## config.mk

```make
export PLATFORM = sky130hd
export DESIGN_NAME = oam_scan
export DESIGN_NICKNAME = d
export VERILOG_FILES = /design/src/rtl/oam_scan_pkg.sv /design/src/rtl/oam_scan_sprite_buf.sv /design/src/rtl/oam_scan.sv
export SDC_FILE = /design/constraint.sdc
export NUM_CORES = 1
export LEC_CHECK = 0
export CAP_MARGIN = 20
export CORE_AREA = 2 2 194 158
export DETAILED_ROUTE_END_ITERATION = 10
export DIE_AREA = 0 0 196 160
export PLACE_DENSITY = 0.75
export SYNTH_ARGS = -nofsm -noshare
export SYNTH_HDL_FRONTEND = slang
export SYNTH_HIERARCHICAL = 1
export SYNTH_SLANG_ARGS = --single-unit
```

## constraint.sdc

```tcl
create_clock -name clock -period 2.75 [get_ports clock]
set_input_delay 0.4125 -clock clock [delete_from_list [all_inputs] [get_ports clock]]
set_output_delay 0.4125 -clock clock [all_outputs]
set_load 0.005 [all_outputs]
```

## src/rtl/oam_scan_pkg.sv

```systemverilog
// Shared types for the per-scanline OAM sprite selector: FSM states, buffer entry layout,
// sprite heights and the Y-flip row helper used when OAM_SCAN_YFLIP_EN is defined.
package oam_scan_pkg;

    typedef enum logic [2:0] {
        ST_IDLE = 3'd0,
        ST_RD_Y = 3'd1,
        ST_RD_X = 3'd2,
        ST_RD_T = 3'd3,
        ST_RD_A = 3'd4,
        ST_WR   = 3'd5,
        ST_DONE = 3'd6
    } scan_state_t;

    localparam logic [7:0] SPR_H_SHORT = 8'd8;
    localparam logic [7:0] SPR_H_TALL  = 8'd16;
    localparam logic [7:0] Y_OFFSET    = 8'd16;

    typedef struct packed {
        logic [7:0] x;
        logic [7:0] tile;
        logic [7:0] attr;
        logic [3:0] row;
    } sprite_ent_t;

    function automatic logic [3:0] row_flip(input logic [3:0] row, input logic tall);
        return (tall ? 4'd15 : 4'd7) - row;
    endfunction

endpackage

```

## src/rtl/oam_scan_sprite_buf.sv

```systemverilog
// Small sprite register file: one synchronous write port, one asynchronous read port,
// cleared by the asynchronous active-low reset.
module sprite_buf #(
    parameter int DEPTH = 10,
    parameter int W     = 28
) (
    input  logic         clock,
    input  logic         reset,
    input  logic         we,
    input  logic [3:0]   waddr,
    input  logic [W-1:0] wdata,
    input  logic [3:0]   raddr,
    output logic [W-1:0] rdata
);
    localparam logic [3:0] DEPTH_L = 4'(DEPTH);

    logic [W-1:0] mem_r [DEPTH];

    // Storage array with guarded write index.
    always_ff @(posedge clock or negedge reset) begin
        if (!reset) begin
            for (int k = 0; k < DEPTH; k++) begin
                mem_r[k] <= '0;
            end
        end else if (we && (waddr < DEPTH_L)) begin
            mem_r[waddr] <= wdata;
        end
    end

    // Out-of-range reads return zero rather than X.
    always_comb begin
        rdata = '0;
        if (raddr < DEPTH_L) begin
            rdata = mem_r[raddr];
        end else begin
            rdata = '0;
        end
    end

endmodule

```

## src/rtl/oam_scan.sv

```systemverilog
// Per-scanline OAM sprite selector: walks the 40 OAM entries after each start pulse and keeps
// the first MAX_SPRITES that overlap ly. Build option: OAM_SCAN_YFLIP_EN (pre-applied Y flip).
module oam_scan
    import oam_scan_pkg::*;
#(
    parameter int MAX_SPRITES = 10,
    parameter int OAM_ENTRIES = 40
) (
    input  logic       clock,
    input  logic       reset,
    input  logic       start,
    input  logic [7:0] ly,
    input  logic       obj_tall,
    input  logic       dma_active,
    output logic       oam_re,
    output logic [7:0] oam_addr,
    input  logic [7:0] oam_rdata,
    output logic       busy,
    output logic       done,
    output logic [3:0] sprite_count,
    input  logic [3:0] buf_idx,
    output logic [7:0] buf_x,
    output logic [7:0] buf_tile,
    output logic [7:0] buf_attr,
    output logic [3:0] buf_row
);
    localparam logic [5:0] LAST_IDX = 6'(OAM_ENTRIES - 1);
    localparam logic [3:0] MAX_CNT  = 4'(MAX_SPRITES);

    scan_state_t state_r;
    logic [5:0]  idx_r;
    logic [3:0]  count_r;
    logic [7:0]  ly_r;
    logic        tall_r;
    logic [3:0]  diff_r;
    logic [7:0]  x_r;
    logic [7:0]  tile_r;
    logic        oam_re_r;
    logic [7:0]  addr_r;
    logic        busy_r;
    logic        done_r;

    logic [7:0]  rdata_eff_s;
    logic [7:0]  diff_s;
    logic        hit_s;
    logic [5:0]  idx_inc_s;
    logic [3:0]  count_inc_s;
    logic        last_s;
    logic        full_s;
    logic        we_s;
    sprite_ent_t wr_ent_s;
    sprite_ent_t rd_ent_s;

    // Y-range compare, index bookkeeping and the entry about to be written.
    always_comb begin
        // DMA owns the OAM bus, so every byte looks like 0xFF and every Y misses.
        rdata_eff_s = dma_active ? 8'hFF : oam_rdata;
        diff_s      = ly_r + Y_OFFSET - rdata_eff_s;
        hit_s       = (diff_s < (tall_r ? SPR_H_TALL : SPR_H_SHORT));
        idx_inc_s   = idx_r + 6'd1;
        count_inc_s = count_r + 4'd1;
        last_s      = (idx_r == LAST_IDX);
        full_s      = (count_inc_s == MAX_CNT);
        we_s        = (state_r == ST_WR) && !start;
        wr_ent_s.x    = x_r;
        wr_ent_s.tile = tile_r;
        wr_ent_s.attr = rdata_eff_s;
        wr_ent_s.row  = diff_r;
`ifdef OAM_SCAN_YFLIP_EN
        if (rdata_eff_s[6]) begin
            wr_ent_s.row = row_flip(diff_r, tall_r);
        end else begin
            wr_ent_s.row = diff_r;
        end
        if (tall_r) begin
            wr_ent_s.tile = {tile_r[7:1], 1'b0};
        end else begin
            wr_ent_s.tile = tile_r;
        end
`endif
    end

    // Scan FSM with registered bus strobe, address and status outputs.
    always_ff @(posedge clock or negedge reset) begin
        if (!reset) begin
            state_r  <= ST_IDLE;
            idx_r    <= 6'd0;
            count_r  <= 4'd0;
            ly_r     <= 8'd0;
            tall_r   <= 1'b0;
            diff_r   <= 4'd0;
            x_r      <= 8'd0;
            tile_r   <= 8'd0;
            oam_re_r <= 1'b0;
            addr_r   <= 8'd0;
            busy_r   <= 1'b0;
            done_r   <= 1'b0;
        end else if (start) begin
            // A start always restarts from entry 0, discarding any write in flight.
            state_r  <= ST_RD_Y;
            idx_r    <= 6'd0;
            count_r  <= 4'd0;
            ly_r     <= ly;
            tall_r   <= obj_tall;
            oam_re_r <= 1'b1;
            addr_r   <= 8'd0;
            busy_r   <= 1'b1;
            done_r   <= 1'b0;
        end else begin
            case (state_r)
                ST_IDLE: begin
                    state_r <= ST_IDLE;
                end
                ST_RD_Y: begin
                    state_r  <= ST_RD_X;
                    oam_re_r <= 1'b1;
                    addr_r   <= {idx_r, 2'b01};
                end
                ST_RD_X: begin
                    diff_r <= diff_s[3:0];
                    if (hit_s) begin
                        state_r  <= ST_RD_T;
                        oam_re_r <= 1'b1;
                        addr_r   <= {idx_r, 2'b10};
                    end else if (last_s) begin
                        state_r  <= ST_DONE;
                        oam_re_r <= 1'b0;
                        addr_r   <= 8'd0;
                        busy_r   <= 1'b0;
                        done_r   <= 1'b1;
                    end else begin
                        state_r  <= ST_RD_Y;
                        idx_r    <= idx_inc_s;
                        oam_re_r <= 1'b1;
                        addr_r   <= {idx_inc_s, 2'b00};
                    end
                end
                ST_RD_T: begin
                    x_r      <= rdata_eff_s;
                    state_r  <= ST_RD_A;
                    oam_re_r <= 1'b1;
                    addr_r   <= {idx_r, 2'b11};
                end
                ST_RD_A: begin
                    tile_r   <= rdata_eff_s;
                    state_r  <= ST_WR;
                    oam_re_r <= 1'b0;
                    addr_r   <= 8'd0;
                end
                ST_WR: begin
                    count_r <= count_inc_s;
                    idx_r   <= idx_inc_s;
                    if (full_s || last_s) begin
                        state_r  <= ST_DONE;
                        oam_re_r <= 1'b0;
                        addr_r   <= 8'd0;
                        busy_r   <= 1'b0;
                        done_r   <= 1'b1;
                    end else begin
                        state_r  <= ST_RD_Y;
                        oam_re_r <= 1'b1;
                        addr_r   <= {idx_inc_s, 2'b00};
                    end
                end
                ST_DONE: begin
                    state_r <= ST_DONE;
                end
                default: begin
                    state_r  <= ST_IDLE;
                    oam_re_r <= 1'b0;
                    addr_r   <= 8'd0;
                    busy_r   <= 1'b0;
                    done_r   <= 1'b0;
                end
            endcase
        end
    end

    sprite_buf #(
        .DEPTH (MAX_SPRITES),
        .W     (28)
    ) u_buf (
        .clock (clock),
        .reset (reset),
        .we    (we_s),
        .waddr (count_r),
        .wdata (wr_ent_s),
        .raddr (buf_idx),
        .rdata (rd_ent_s)
    );

    assign oam_re       = oam_re_r;
    assign oam_addr     = addr_r;
    assign busy         = busy_r;
    assign done         = done_r;
    assign sprite_count = count_r;
    assign buf_x        = rd_ent_s.x;
    assign buf_tile     = rd_ent_s.tile;
    assign buf_attr     = rd_ent_s.attr;
    assign buf_row      = rd_ent_s.row;

endmodule

```

==> impl_metrics.json, run 1 <==
{
  "status": "finished with violations",
  "synth_area_sq_mm": 0.01596,
  "clock_latency_ps": 520,
  "grt_max_degree": 73,
  "wl_per_cell_microns": 21.74,
  "syn_inst": 1246,
  "worst_path_most_repeated_cell": "ha_4",
  "synthAdderAreaFrac_pct": 1.458,
  "via_per_inst": 5.979,
  "fin_area_sq_mm": 0.01916,
  "cp_top_family": "compound AO/OA/AOI/OAI gates",
  "leakage_nw": 9.180,
  "syn_avg_cell_area_sq_um": 12.81,
  "fmax_ghz": 0.3452,
  "portBuffers": 67,
  "dp_hpwl_microns": 24470,
  "layout_min_cycle_time_ps": 2897,
  "finalNetCount": 1406,
  "cts.sinks": 333,
  "synth_nets": 1289,
  "fp.dieW_microns": 196,
  "cp.arrival_ps": 3310,
  "grt_overflow": 0,
  "cp-end-kind": "register",
  "fill_cells": 2191,
  "clockBufferDepth": 3,
  "cts_tree": "yes",
  "synthSimpleGateAreaFrac_pct": 5.262,
  "rsz0062_at_grt": "true",
  "die_h_microns": 160,
  "final_cells": 1765,
  "synthXorXnorAreaFrac_pct": 0.5959,
  "gp_congestion": 0.8153,
  "synth_edf_count": 0,
  "grt_pass1_vias": 10910,
  "finalWorstSetupSlack_ps": -146.8,
  "die-area_sq_mm": 0.03136,
  "htreeDepth": 2,
  "worst_pin_slew_ps": 775.6,
  "routed_wl_microns": 38380,
  "final-hold-violation-count": 0,
  "rows": 57,
  "route.detailed.drc": 0,
  "drtIter0Drc": 731,
  "synth-compound-area-share_pct": 7.245,
  "worstPathRequired_ps": 3160,
  "seq_area_sq_mm": 0.008333,
  "yosys_warnings": 6,
  "ys_types": 68,
  "cts_buffers": 34,
  "slowest_stage": "dfrtp_1",
  "antenna-diode-count": 0,
  "placedInstanceArea_sq_mm": 0.01775,
  "ys.flop_type": "dfrtp_1",
  "antenna_found_initial": 0,
  "crit_chain": "ha_4 > ha_4 > a21o_1 > a211oi_2 > a21oi_2 > ha_1 > o21ai_1 > nand2_1 > a211oi_4 > buf_6 > a31o_4 > nand2b_1 > a221o_1",
  "cts_root_buf": "clkbuf_16",
  "start_util_pct": 53.78,
  "finalCritPeriodShare_pct": 105.3,
  "yosysMostFrequentCell": "dfrtp_1",
  "grt_pass1_wl_microns": 61790,
  "grtUsageTotal_pct": 25.20,
  "synth.mux.area_fraction_pct": 29.25,
  "area_growth_pct": 20.05,
  "cap_violations": 0,
  "synth_top_family_by_area": "multiplexers",
  "yosys-top-cells-area": "dfrtp_1 (52%), mux2_2 (20%), mux2i_1 (7.8%)",
  "clkTransAtPathRegs_ps": 60,
  "firstDrtPassIters": 6,
  "cp_num_buf_inv": 1,
  "postRouteAntennaNets": 0,
  "finClkSkew_ps": 13.99,
  "slew_headroom_pct": 47.89,
  "path_class": "register to register",
  "core_area_sq_mm": 0.02967,
  "multiInputGateArea_sq_mm": 0.007347,
  "slowest_delay_ps": 410,
  "synth-seq-cells": 333,
  "worstHoldPathType": "input pin to asynchronous set/reset pin",
  "synth-async-reset-ratio_pct": 100.0,
  "synth_top_area_cell": "dfrtp_1",
  "crit_fanout": 7,
  "drive_gt1_share_pct": 38.42,
  "synth_top_area_share_pct": 52.22,
  "placed_cells": 1700,
  "drv_slew": 0,
  "ios": 68,
  "startpoint_type": "register",
  "p_per_area_mw_per_mm2": 612.2,
  "synth-seq-area-share_pct": 52.22,
  "synth_common_cells": "dfrtp_1 (333), mux2_2 (284), mux2i_1 (125)",
  "violations": "setup timing",
  "setup_viol": 16,
  "vias": 10550,
  "peakVddDrop_mv": 0.4922
}
## final timing paths
check	startpoint	to	slack, ps	cells past startpoint
setup / recovery	ly_r[2]	oam_addr[7]	-150	13
hold / removal	reset	u_buf/mem_r[51]	470	2
setup reg to reg	ly_r[2]	oam_addr[7]	-150	13
hold reg to reg	u_buf/mem_r[104]	u_buf/mem_r[104]	480	1
max in group asynchronous	reset	u_buf/mem_r[38]	1480	3
min in group clock	ly[4]	ly_r[4]	480	3
## worst register-to-register path: cells and delay by family (launching register included)
family	cells	cell delay, ps
adder cells (fa/ha/maj)	3	760
buffers and inverters	1	140
AO/OA/AOI/OAI	7	1310
AND/OR/NAND/NOR	2	170
flip-flops	1	410
## area by class of cell
type / count / share of cell area [%]
tap: 383 / 2.502
inverter: 24 / 0.4833
multi-input combinational: 788 / 38.35
timing repair buffer: 182 / 9.569
clock buffer: 47 / 5.186
clock inverter: 8 / 0.4050
sequential: 333 / 43.50
## through the flow
stage / setup slack (ps) / utilization, % / hold slack, ps / total power [mW] / setup TNS (ps)
final: -146.8 / 64.57 / 473.8 / 11.73 / -1582
after global routing: -240.1 / 64.57 / 506.5 / 12.19 / -3350
after CTS: -177.7 / 63.92 / 471.5 / 11.74 / -1574
after detailed placement: -895.1 / 59.83 / 433.9 / 7.159 / -26050
after global placement: -777.1 / 59.83 / 430.2 / 7.093 / -23610
after floorplan: -161.3 / - / 116.9 / 6.475 / -1862
## state kept, by name, summed over array words and instances (netlist names), 3 cells and up
| register | flops |
|---|---|
| oam_addr | 8 |
| x_r | 8 |
| u_buf/mem_r | 280 |
| ly_r | 8 |
| sprite_count | 4 |
| idx_r | 6 |
| state_r | 3 |
| tile_r | 8 |
| diff_r | 4 |
## kinds of logic after synthesis
| group | Yosys count |
|---|---|
| xor+xnor | 10 |
| mux | 420 |
| simple gates | 167 |
| compound gates | 173 |
| flops | 333 |
| buf+inv | 125 |
| fa+ha+maj | 18 |
## placed cells by master (no fill, tap or decap), types with 25 or more instances in the layout
master	netlist	routed
mux2_2	284	284
nor2_1	65	59
dfrtp_1	333	333
a21oi_1	28	25
buf_4	19	84
clkdlybuf4s50_1	0	56
nand2_1	43	40
mux2i_1	125	125
o22ai_1	48	41
clkbuf_16	0	37
## timing repair
action | CTS | global route
setup endpoints to repair | 47 | 31
pin swaps | 22 | 15
buffers inserted | 7 | 2
gates resized for setup | 31 | 34
hold buffers | 1 | 0
endpoints found under the hold margin | 67 | 0
## power breakdown
| group | switching, mW | leakage (nW) | internal (mW) | total [mW] |
|---|---|---|---|---|
| Combinational | 0.725 | 4.11 | 0.740 | 1.46 |
| Clock | 1.91 | 0.526 | 2.62 | 4.53 |
| Sequential | 0.521 | 4.54 | 5.21 | 5.73 |
| Total | 3.16 | 9.18 | 8.57 | 11.7 |
## layer usage
metal	routed length (microns)	global-route usage, %	part of all wire, %	vias to the layer above
met5	0	0	0	-
met4	725	5.957	1.9	0
li1	-	-	-	4736
met3	2075	4.752	5.4	59
met1	17210	35.30	45	5495
met2	18370	41.02	48	263
Note: power is estimated with default switching activity, not from simulation.
==> inputs of run 2 (changes only) <==
- HOLD_SLACK_MARGIN: not set -> 0.12
==> results of run 2 <==
No change in the layout: final DEF, timing and power equal those of run 1.
==> inputs of run 3 (changes only) <==
- PLACE_DENSITY: 0.75 -> not set
- PLACE_DENSITY_LB_ADDON: not set -> 0.3
==> run 3 against run 2 <==
Compared with the run above: the run still ends with setup timing left; die area unchanged; worst hold slack lost 83 ps; largest power group unchanged; critical endpoint is now oam_addr[2]; global-route usage about the same; sequential power hardly changed; register-to-register slack got worse by 80 ps; clock power up 8.4%; flip-flop and latch count did not move; final area increased by 0.54%.
==> impl_metrics.json, run 3 (synthesis gave the netlist of run 1 again) <==
{
  "p_comb_share_pct": 12.2,
  "finalWorstSetupSlack_ps": -223.1,
  "final-hold-violation-count": 0,
  "grt_pass1_vias": 11120,
  "clock_latency_ps": 520,
  "layout_commonest_cell": "dfrtp_1",
  "cts_tree": "yes",
  "p_clk_share_pct": 40.5,
  "p_switching_mw": 3.173,
  "finalNetCount": 1408,
  "cts.sinks": 333,
  "route.detailed.drc": 0,
  "rows": 57,
  "path_class": "register to register",
  "drive_gt1_share_pct": 38.92,
  "intPower_mw": 8.944,
  "finClkSkew_ps": 11.38,
  "grt_overflow": 0,
  "cp-end-kind": "register",
  "top_register": "u_buf/mem_r",
  "seq_power_share_pct": 47.3,
  "violations": "setup timing",
  "via_per_inst": 5.919,
  "antenna-diode-count": 0,
  "rsz0062_at_grt": "true",
  "cp_num_buf_inv": 3,
  "cap_violations": 0,
  "slowest_delay_ps": 430,
  "cp.arrival_ps": 3380,
  "gp_congestion": 0.8430,
  "fp.dieW_microns": 196,
  "fill_cells": 2184,
  "fin_area_sq_mm": 0.01926,
  "placedInstanceArea_sq_mm": 0.01771,
  "worst_path_most_repeated_cell": "ha_4",
  "hold_ws_ps": 390.5,
  "rrSetupSlack_ps": -220,
  "wl_per_cell_microns": 21.66,
  "postRouteAntennaNets": 0,
  "final_cell_mix": "dfrtp_1 (333), mux2_2 (284), mux2i_1 (125)",
  "cts_root_buf": "clkbuf_16",
  "core_area_sq_mm": 0.02967,
  "worstPathRequired_ps": 3150,
  "cts_buffers": 36,
  "placed_cells": 1701,
  "crit_fanout": 8,
  "p_per_area_mw_per_mm2": 629.2,
  "startpoint_type": "register",
  "vias": 10490,
  "status": "finished with violations",
  "cp_top_family": "compound AO/OA/AOI/OAI gates",
  "p_sw_share_pct": 26.19,
  "setup_viol": 19,
  "clkTransAtPathRegs_ps": 60,
  "portBuffers": 67,
  "routed_wl_microns": 38400,
  "grt_pass1_wl_microns": 61980,
  "fmax_ghz": 0.3363,
  "grt_max_degree": 76,
  "crit_chain": "ha_4 > ha_4 > inv_2 > fa_2 > and2b_2 > buf_12 > o221ai_4 > a21oi_2 > xnor2_2 > buf_4 > a31o_4 > a22oi_2 > a221o_1",
  "leakage_nw": 9.225,
  "die-area_sq_mm": 0.03136,
  "firstDrtPassIters": 5,
  "drv_slew": 0,
  "finalCritPeriodShare_pct": 108.1,
  "worstHoldPathType": "input pin to register",
  "drtIter0Drc": 618,
  "slowest_stage": "dfrtp_1",
  "worst_pin_slew_ps": 888.6,
  "antenna_found_initial": 0,
  "final_cells": 1773,
  "htreeDepth": 2,
  "clockBufferDepth": 3,
  "total_power_mw": 12.12,
  "start_util_pct": 53.78,
  "largest_reg_flops": 280,
  "ios": 68,
  "dpl_worst_slack_ps": -898.3,
  "dp_hpwl_microns": 24490,
  "slew_headroom_pct": 40.31,
  "layout_min_cycle_time_ps": 2973,
  "area_growth_pct": 20.69,
  "grtUsageTotal_pct": 25.19,
  "die_h_microns": 160,
  "peakVddDrop_mv": 0.4716
}
run 3: cell type report:
type	count	area [sq um]	share of cell area, %
flip-flops and latches	333	8333	43.27
multi-input cells	788	7357	38.20
repair buffers	182	1793	9.310
clock buffers	53	1076	5.587
well taps	383	479.2	2.488
clock inverters	10	130.1	0.6757
inverters	24	90.09	0.4678
run 3: path summary, 6_finish.rpt:
check,start,endpoint,cells past startpoint
setup / recovery,ly_r[1],oam_addr[2],13
hold / removal,oam_rdata[0],x_r[0],4
setup reg to reg,ly_r[1],oam_addr[2],13
hold reg to reg,oam_addr[0],oam_addr[0],1
max in group asynchronous,reset,u_buf/mem_r[268],3
min in group asynchronous,reset,u_buf/mem_r[26],2
run 3: worst reg2reg max path: cells and delay by family (launching register included):
family	cells	cell delay [ps]
AOI/OAI and AO/OA	5	900
adders and majority gates	3	750
DFF	1	430
buffers and inverters	3	320
and+or+nand+nor	1	290
xor gates and xnor gates	1	170
run 3: metrics by stage:
| step | utilization (%) | setup TNS, ps |
|---|---|---|
| finish | 64.91 | -2824 |
| floorplan | - | -1862 |
| global route | 64.91 | -4609 |
| CTS | 64.58 | -2053 |
| global placement | 59.69 | -23130 |
| detailed placement | 59.69 | -24250 |
run 3: routing by layer:
layer  vias to the layer above  GRT usage, %  share of wire, %
met3                        61         4.013               4.4
met5                         -             0                 0
met2                       258         41.20                48
met1                      5432         35.23                45
li1                       4743             -                 -
met4                         0         6.853               2.1
run 3: what timing repair did:
action / CTS / global route
endpoints found under the hold margin: 69 / 0
endpoints found under the setup margin: 47 / 34
buffers inserted: 6 / 2
hold buffers: 1 / 0
pin swaps: 25 / 20
gates resized for setup: 51 / 16
run 3: power by group through the flow:
| stage | registers, mW | clock network [mW] | logic, mW |
|---|---|---|---|
| 2_1_floorplan | 5.42 | 0 | 1.06 |
| 3_3_place_gp | 5.78 | 0 | 1.32 |
| 3_5_place_dp | 5.81 | 0 | 1.35 |
| 4_1_cts | 5.72 | 5.00 | 1.46 |
| 5_1_grt | 5.79 | 5.22 | 1.62 |
| 6_report | 5.73 | 4.91 | 1.48 |
==> RTL edit 1: new RTL, flow settings as in run 1 <==
The parameter `OAM_ENTRIES` goes from 40 to 20.
--- a/src/rtl/oam_scan.sv
+++ b/src/rtl/oam_scan.sv
@@ -6,3 +6,3 @@
     parameter int MAX_SPRITES = 10,
-    parameter int OAM_ENTRIES = 40
+    parameter int OAM_ENTRIES = 20
 ) (
Check against the original RTL: no difference found for any inputs over 4 cycles, from zero or initial values and one cycle with reset low; that may be too few to reach the edited logic, so the function may still have changed.
==> RTL edit 1 against run 1 <==
  * The run still ends with negative setup slack left
  * Power is 6.4% higher
  * Synthesized cell count down 1.3%
  * Cell count down 0.68%
  * Die area unchanged
  * Fmax down 3.1%
  * Routed wire length rose by 0.31%
  * Combinational power increased by 10%
  * Sequential cell count did not move
  * Design area increased by 0.34%
  * Area after synthesis about the same
  * Clock power up 12%
  * Worst setup slack got worse by 0.092 ns
  * Critical path type unchanged
==> RTL edit 1: results (changes against run 1) <==
* Run status: finished with violations (unchanged)
* Failing checks: negative setup slack (unchanged)
* Via count of the first global-routing pass at 11100 (was 10900)
* Placed cell area at 17700 µm² (was 17800 µm²)
* First-pass GRT wire length at 62.1 mm (was 61.8 mm)
* Met3 Resource Use GR at 3.76% (was 4.75%)
* Maximum resistive drop on vdd at 0.403 mV (was 0.492 mV)
* Fraction of met2 tracks used by global routing at 40.8% (was 41.0%)
* Static Leakage at 0.00934 µW (was 0.00918 µW)
* Fin nets at 1390 (was 1406)
* Cell with the biggest individual delay on the critical path: sky130_fd_sc_hd__or4_4 (was sky130_fd_sc_hd__dfrtp_1)
* Min setup slack post-route at -0.239 ns (was -0.147 ns)
* Setup-violating endpoint count in the final report at 17 (was 16)
* Detail Placement HPWL at 24.4 mm (was 24.5 mm)
* Final weighted congestion in routability-driven placement at 0.835 (was 0.815)
* Critical register-to-register path endpoint: oam_addr[2]$_DFFE_PN0P_ (was oam_addr[7]$_DFFE_PN0P_)
* Sequential area share after synthesis at 52.3% (was 52.2%)
* Data arrival, critical path at 3.35 ns (was 3.31 ns)
* DRC violation total after the first TritonRoute iteration at 780 (was 731)
* Dominant cells by area after synthesis: sky130_fd_sc_hd__dfrtp_1 52%, sky130_fd_sc_hd__mux2_2 20%, sky130_fd_sc_hd__mux2i_1 8.0% (was sky130_fd_sc_hd__dfrtp_1 52%, sky130_fd_sc_hd__mux2_2 20%, sky130_fd_sc_hd__mux2i_1 7.8%)
* Worst Reg2Reg Path Length in Cells at 12 (was 13)
* Largest stage delay, worst path at 0.55 ns (was 0.41 ns)
* Setup Skew at 0.00935 ns (was 0.0140 ns)
* Number of iterations in the first detailed-routing pass at 5 (was 6)
* Launch instance of the worst register-to-register path: ly_r[1]$_DFFE_PN0P_ (was ly_r[2]$_DFFE_PN0P_)
* Maximum fanout encountered on the critical timing path at 5 (was 7)
* Min-Delay Path Class: in2async (unchanged)
* Psw at 3190 µW (was 3160 µW)
* Largest net degree at the start of global routing at 76 (was 73)
* Top delay family on crit path: simple AND/OR/NAND/NOR gates (was compound AO/OA/AOI/OAI gates)
* Synth top cells by count: 333 x sky130_fd_sc_hd__dfrtp_1, 289 x sky130_fd_sc_hd__mux2_2, 127 x sky130_fd_sc_hd__mux2i_1 (was 333 x sky130_fd_sc_hd__dfrtp_1, 284 x sky130_fd_sc_hd__mux2_2, 125 x sky130_fd_sc_hd__mux2i_1)
* Post-synthesis net count at 1273 (was 1289)
* Via-per-instance ratio at 5.97 (was 5.98)
* Routed WL at 38.5 mm (was 38.4 mm)
* Overall global routing resource usage at 25.4% (was 25.2%)
-- RTL edit 1: cell count changes after synthesis, moves of 3 or more --
cell and change:
sky130_fd_sc_hd__a221o_1 -3, sky130_fd_sc_hd__a22oi_1 -4, sky130_fd_sc_hd__mux2_2 +5, sky130_fd_sc_hd__nand2_1 -12, sky130_fd_sc_hd__nor2_1 -6, sky130_fd_sc_hd__nor2b_1 +5, sky130_fd_sc_hd__o21a_1 -4
-- RTL edit 1: worst min-delay path by stage --
stage,startpoint,endpoint,slack (ns),depth (start not counted)
floorplan,reset,busy$_DFFE_PN0P_,0.12,0
global placement,reset,u_buf/mem_r[55]$_DFFE_PN0P_,0.37,1
detailed placement,reset,u_buf/mem_r[26]$_DFFE_PN0P_,0.37,1
CTS,reset,u_buf/mem_r[26]$_DFFE_PN0P_,0.41,2
global route,reset,u_buf/mem_r[54]$_DFFE_PN0P_,0.43,2
finish,reset,u_buf/mem_r[54]$_DFFE_PN0P_,0.41,2
-- RTL edit 1: what timing repair did --
item | in CTS | in global routing
hold endpoints to repair | 46 | 0
hold buffers | 1 | 0
setup endpoints to repair | 47 | 21
setup buffers | 6 | 3
gates resized for setup | 82 | 9
pin swaps | 18 | 6
-- RTL edit 1: cell families after synthesis --
group           synth area share, %
compound gates                 6.77
fa+ha+maj                      1.46
buf+inv                        3.96
flops                          52.3
mux                            29.8
simple gates                   5.05
xor+xnor                      0.652
-- RTL edit 1: metal layers --
layer  wire (µm)  up-vias  part of all wire (%)
met5           0        -                     0
li1            -     4670                     -
met1       18100     5452                    47
met3        1670       65                   4.3
met4         741        0                   1.9
met2       18000      274                    47
-- RTL edit 1: power groups by stage --
stage	clock network, µW	registers, µW	logic (µW)
floorplan	0	5520	1150
global placement	0	5850	1490
detailed placement	0	5880	1540
CTS	5150	5800	1600
global route	5350	5880	1750
finish	5070	5810	1610
-- RTL edit 1: area by class of cell --
type                            instances  area, µm²
Fill cell                            2214      10400
Sequential cell                       333       8330
Multi-Input combinational cell        773       7340
Timing Repair Buffer                  181       1740
Clock buffer                           49       1030
Tap cell                              383        479
Clock inverter                         10        205
Inverter                               24       90.1
-- RTL edit 1: stage by stage --
step                power (µW)  TNS, ns  hold WS (ns)  setup slack [ns]  instances
finish                   12500    -2.37         0.407            -0.239       1753
global route             13000    -4.25         0.432            -0.311       1753
global placement          7340   -21.48         0.369             -1.02       1685
CTS                      12500    -2.31         0.415            -0.232       1750
floorplan                 6670    -3.27         0.117            -0.484       1230
detailed placement        7420   -22.86         0.372             -1.08       1685
==> RTL edit 2: new RTL, flow settings as in run 1 <==
Without the edit above. Encoding of `scan_state_t`: now one-hot (7 bits for 7 states).
--- a/src/rtl/oam_scan_pkg.sv
+++ b/src/rtl/oam_scan_pkg.sv
@@ -4,10 +4,10 @@
 
-    typedef enum logic [2:0] {
-        ST_IDLE = 3'd0,
-        ST_RD_Y = 3'd1,
-        ST_RD_X = 3'd2,
-        ST_RD_T = 3'd3,
-        ST_RD_A = 3'd4,
-        ST_WR   = 3'd5,
-        ST_DONE = 3'd6
+    typedef enum logic [6:0] {
+        ST_IDLE = 7'b0000001,
+        ST_RD_Y = 7'b0000010,
+        ST_RD_X = 7'b0000100,
+        ST_RD_T = 7'b0001000,
+        ST_RD_A = 7'b0010000,
+        ST_WR   = 7'b0100000,
+        ST_DONE = 7'b1000000
     } scan_state_t;
Behaviour: same outputs for any inputs over 4 cycles, from zero or initial values and one cycle with reset low; so few cycles prove little.
==> RTL edit 2 against run 1 <==
  * The flow still finishes with violations (negative setup slack)
  * Sequential cell count up 4
  * Die area stayed put
  * Synthesized cell count increased by 2.7%
  * Sequential share of layout area is 0.68 points lower
  * Design area rose by 2.8%
  * Global-route usage rose by 1.0 points
  * Critical path depth unchanged
  * Area after synthesis grew 2.2%
  * Sequential power decreased by 9.8%
  * Power fell by 5.6%
  * Routed wire length up 5.0%
  * Clock power up 7.1%
  * Worst setup slack got worse by 0.17 ns
  * Critical endpoint is now oam_addr[3]$_DFFE_PN0P_
  * Largest power group unchanged
  * Highest routed layer unchanged
==> RTL edit 2: results (changes against run 1) <==
* Via count of the first global-routing pass at 11400 (was 10900)
* Worst hold slack at 0.448 ns (was 0.474 ns)
* Internal power summed over all cells at 8400 µW (was 8570 µW)
* Run status: finished with violations (unchanged)
* Max_slew headroom at 58.8% (was 47.9%)
* Sequential area share after synthesis at 51.7% (was 52.2%)
* Synth top cells by count: 336 x sky130_fd_sc_hd__dfrtp_1, 284 x sky130_fd_sc_hd__mux2_2, 126 x sky130_fd_sc_hd__mux2i_1 (was 333 x sky130_fd_sc_hd__dfrtp_1, 284 x sky130_fd_sc_hd__mux2_2, 125 x sky130_fd_sc_hd__mux2i_1)
* Critical path launch point: ly_r[1]$_DFFE_PN0P_ (was ly_r[2]$_DFFE_PN0P_)
* Layout cell share with drive strength beyond 1 at 39.1% (was 38.4%)
* Dominant cells by area after synthesis: sky130_fd_sc_hd__dfrtp_1 52%, sky130_fd_sc_hd__mux2_2 20%, sky130_fd_sc_hd__mux2i_1 7.7% (was sky130_fd_sc_hd__dfrtp_1 52%, sky130_fd_sc_hd__mux2_2 20%, sky130_fd_sc_hd__mux2i_1 7.8%)
* Number of iterations in the first detailed-routing pass at 4 (was 6)
* Total power density per cell area at 562 nW/µm² (was 612 nW/µm²)
* Setup Skew at 0.0130 ns (was 0.0140 ns)
* Min setup slack post-route at -0.314 ns (was -0.147 ns)
* Clock net power at 4850 µW (was 4530 µW)
* Total CTS buffers at 35 (was 34)
* Sum Neg Setup Slack at -3.71 ns (was -1.58 ns)
* Post-Place Setup Slack at -1.09 ns (was -0.895 ns)
* Timing endpoint of the critical path: oam_addr[3]$_DFFE_PN0P_ (was oam_addr[7]$_DFFE_PN0P_)
* Final core occ at 66.4% (was 64.6%)
* Detail Placement HPWL at 25.3 mm (was 24.5 mm)
* Routed WL at 40.3 mm (was 38.4 mm)
* Final weighted congestion in routability-driven placement at 0.837 (was 0.815)
* Overall global routing resource usage at 26.2% (was 25.2%)
* Launch instance of the worst register-to-register path: ly_r[1]$_DFFE_PN0P_ (was ly_r[2]$_DFFE_PN0P_)
* Via-per-instance ratio at 6.00 (was 5.98)
* DRC violation total after the first TritonRoute iteration at 666 (was 731)
* Placed instance count at 1739 (was 1700)
* Failing checks: negative setup slack (unchanged)
* Setup-violating endpoint count in the final report at 19 (was 16)
* First-pass GRT wire length at 64.1 mm (was 61.8 mm)
RTL edit 2: changes by cell type in the layout (fill, tap and decap cells not counted), sizes merged, moves of 6 or more:
cell / change
buf: +13
a22oi: -6
a21oi: -7
nand3: +9
nor3: +6
clkdlybuf4s50: -24
o21ai: +9
dlygate4sd2: +20
RTL edit 2: cells by family (layout without fill, tap and decap cells):
family | after synthesis | in the layout | share of synthesized area (%)
multiplexers | 425 | 425 | 29.0
buffers and inverters | 133 | 286 | 4.24
AO/OA/AOI/OAI | 168 | 168 | 6.92
flip-flops | 337 | 337 | 51.7
AND/OR/NAND/NOR | 185 | 185 | 5.99
XOR/XNOR | 14 | 14 | 0.752
adder cells (fa/ha/maj) | 18 | 18 | 1.43
RTL edit 2: worst max-delay path, delay by kind of cell, from the launching register on:
kind                     cells  cell delay [ns]
AND/OR/NAND/NOR              2             0.28
AO/OA/AOI/OAI                5             1.07
flip-flops                   1             0.41
buffers and inverters        3             0.38
adder cells (fa/ha/maj)      3             0.79
RTL edit 2: area by class of cell:
cell class              count  area share (%)
inverters                  28           0.534
clock inverters            11           0.692
well taps                 383            2.43
repair buffers            196            9.88
clock buffers              51            5.27
flip-flops and latches    337            42.8
multi-input cells         810            38.4
RTL edit 2: metal layers:
metal	track usage (%)	wire length, µm	part of all wire [%]
met1	37.6	18400	46
met2	42.4	19300	48
met3	3.89	1960	4.9
met4	6.44	671	1.7
met5	0	0	0
RTL edit 2: repair_timing:
| item | CTS | global route |
|---|---|---|
| gates resized for setup | 67 | 25 |
| gates cloned | 1 | 0 |
| hold buffers | 1 | 0 |
| buffers inserted | 8 | 5 |
| setup endpoints to repair | 46 | 51 |
| pin swaps | 18 | 14 |
| endpoints found under the hold margin | 60 | 0 |
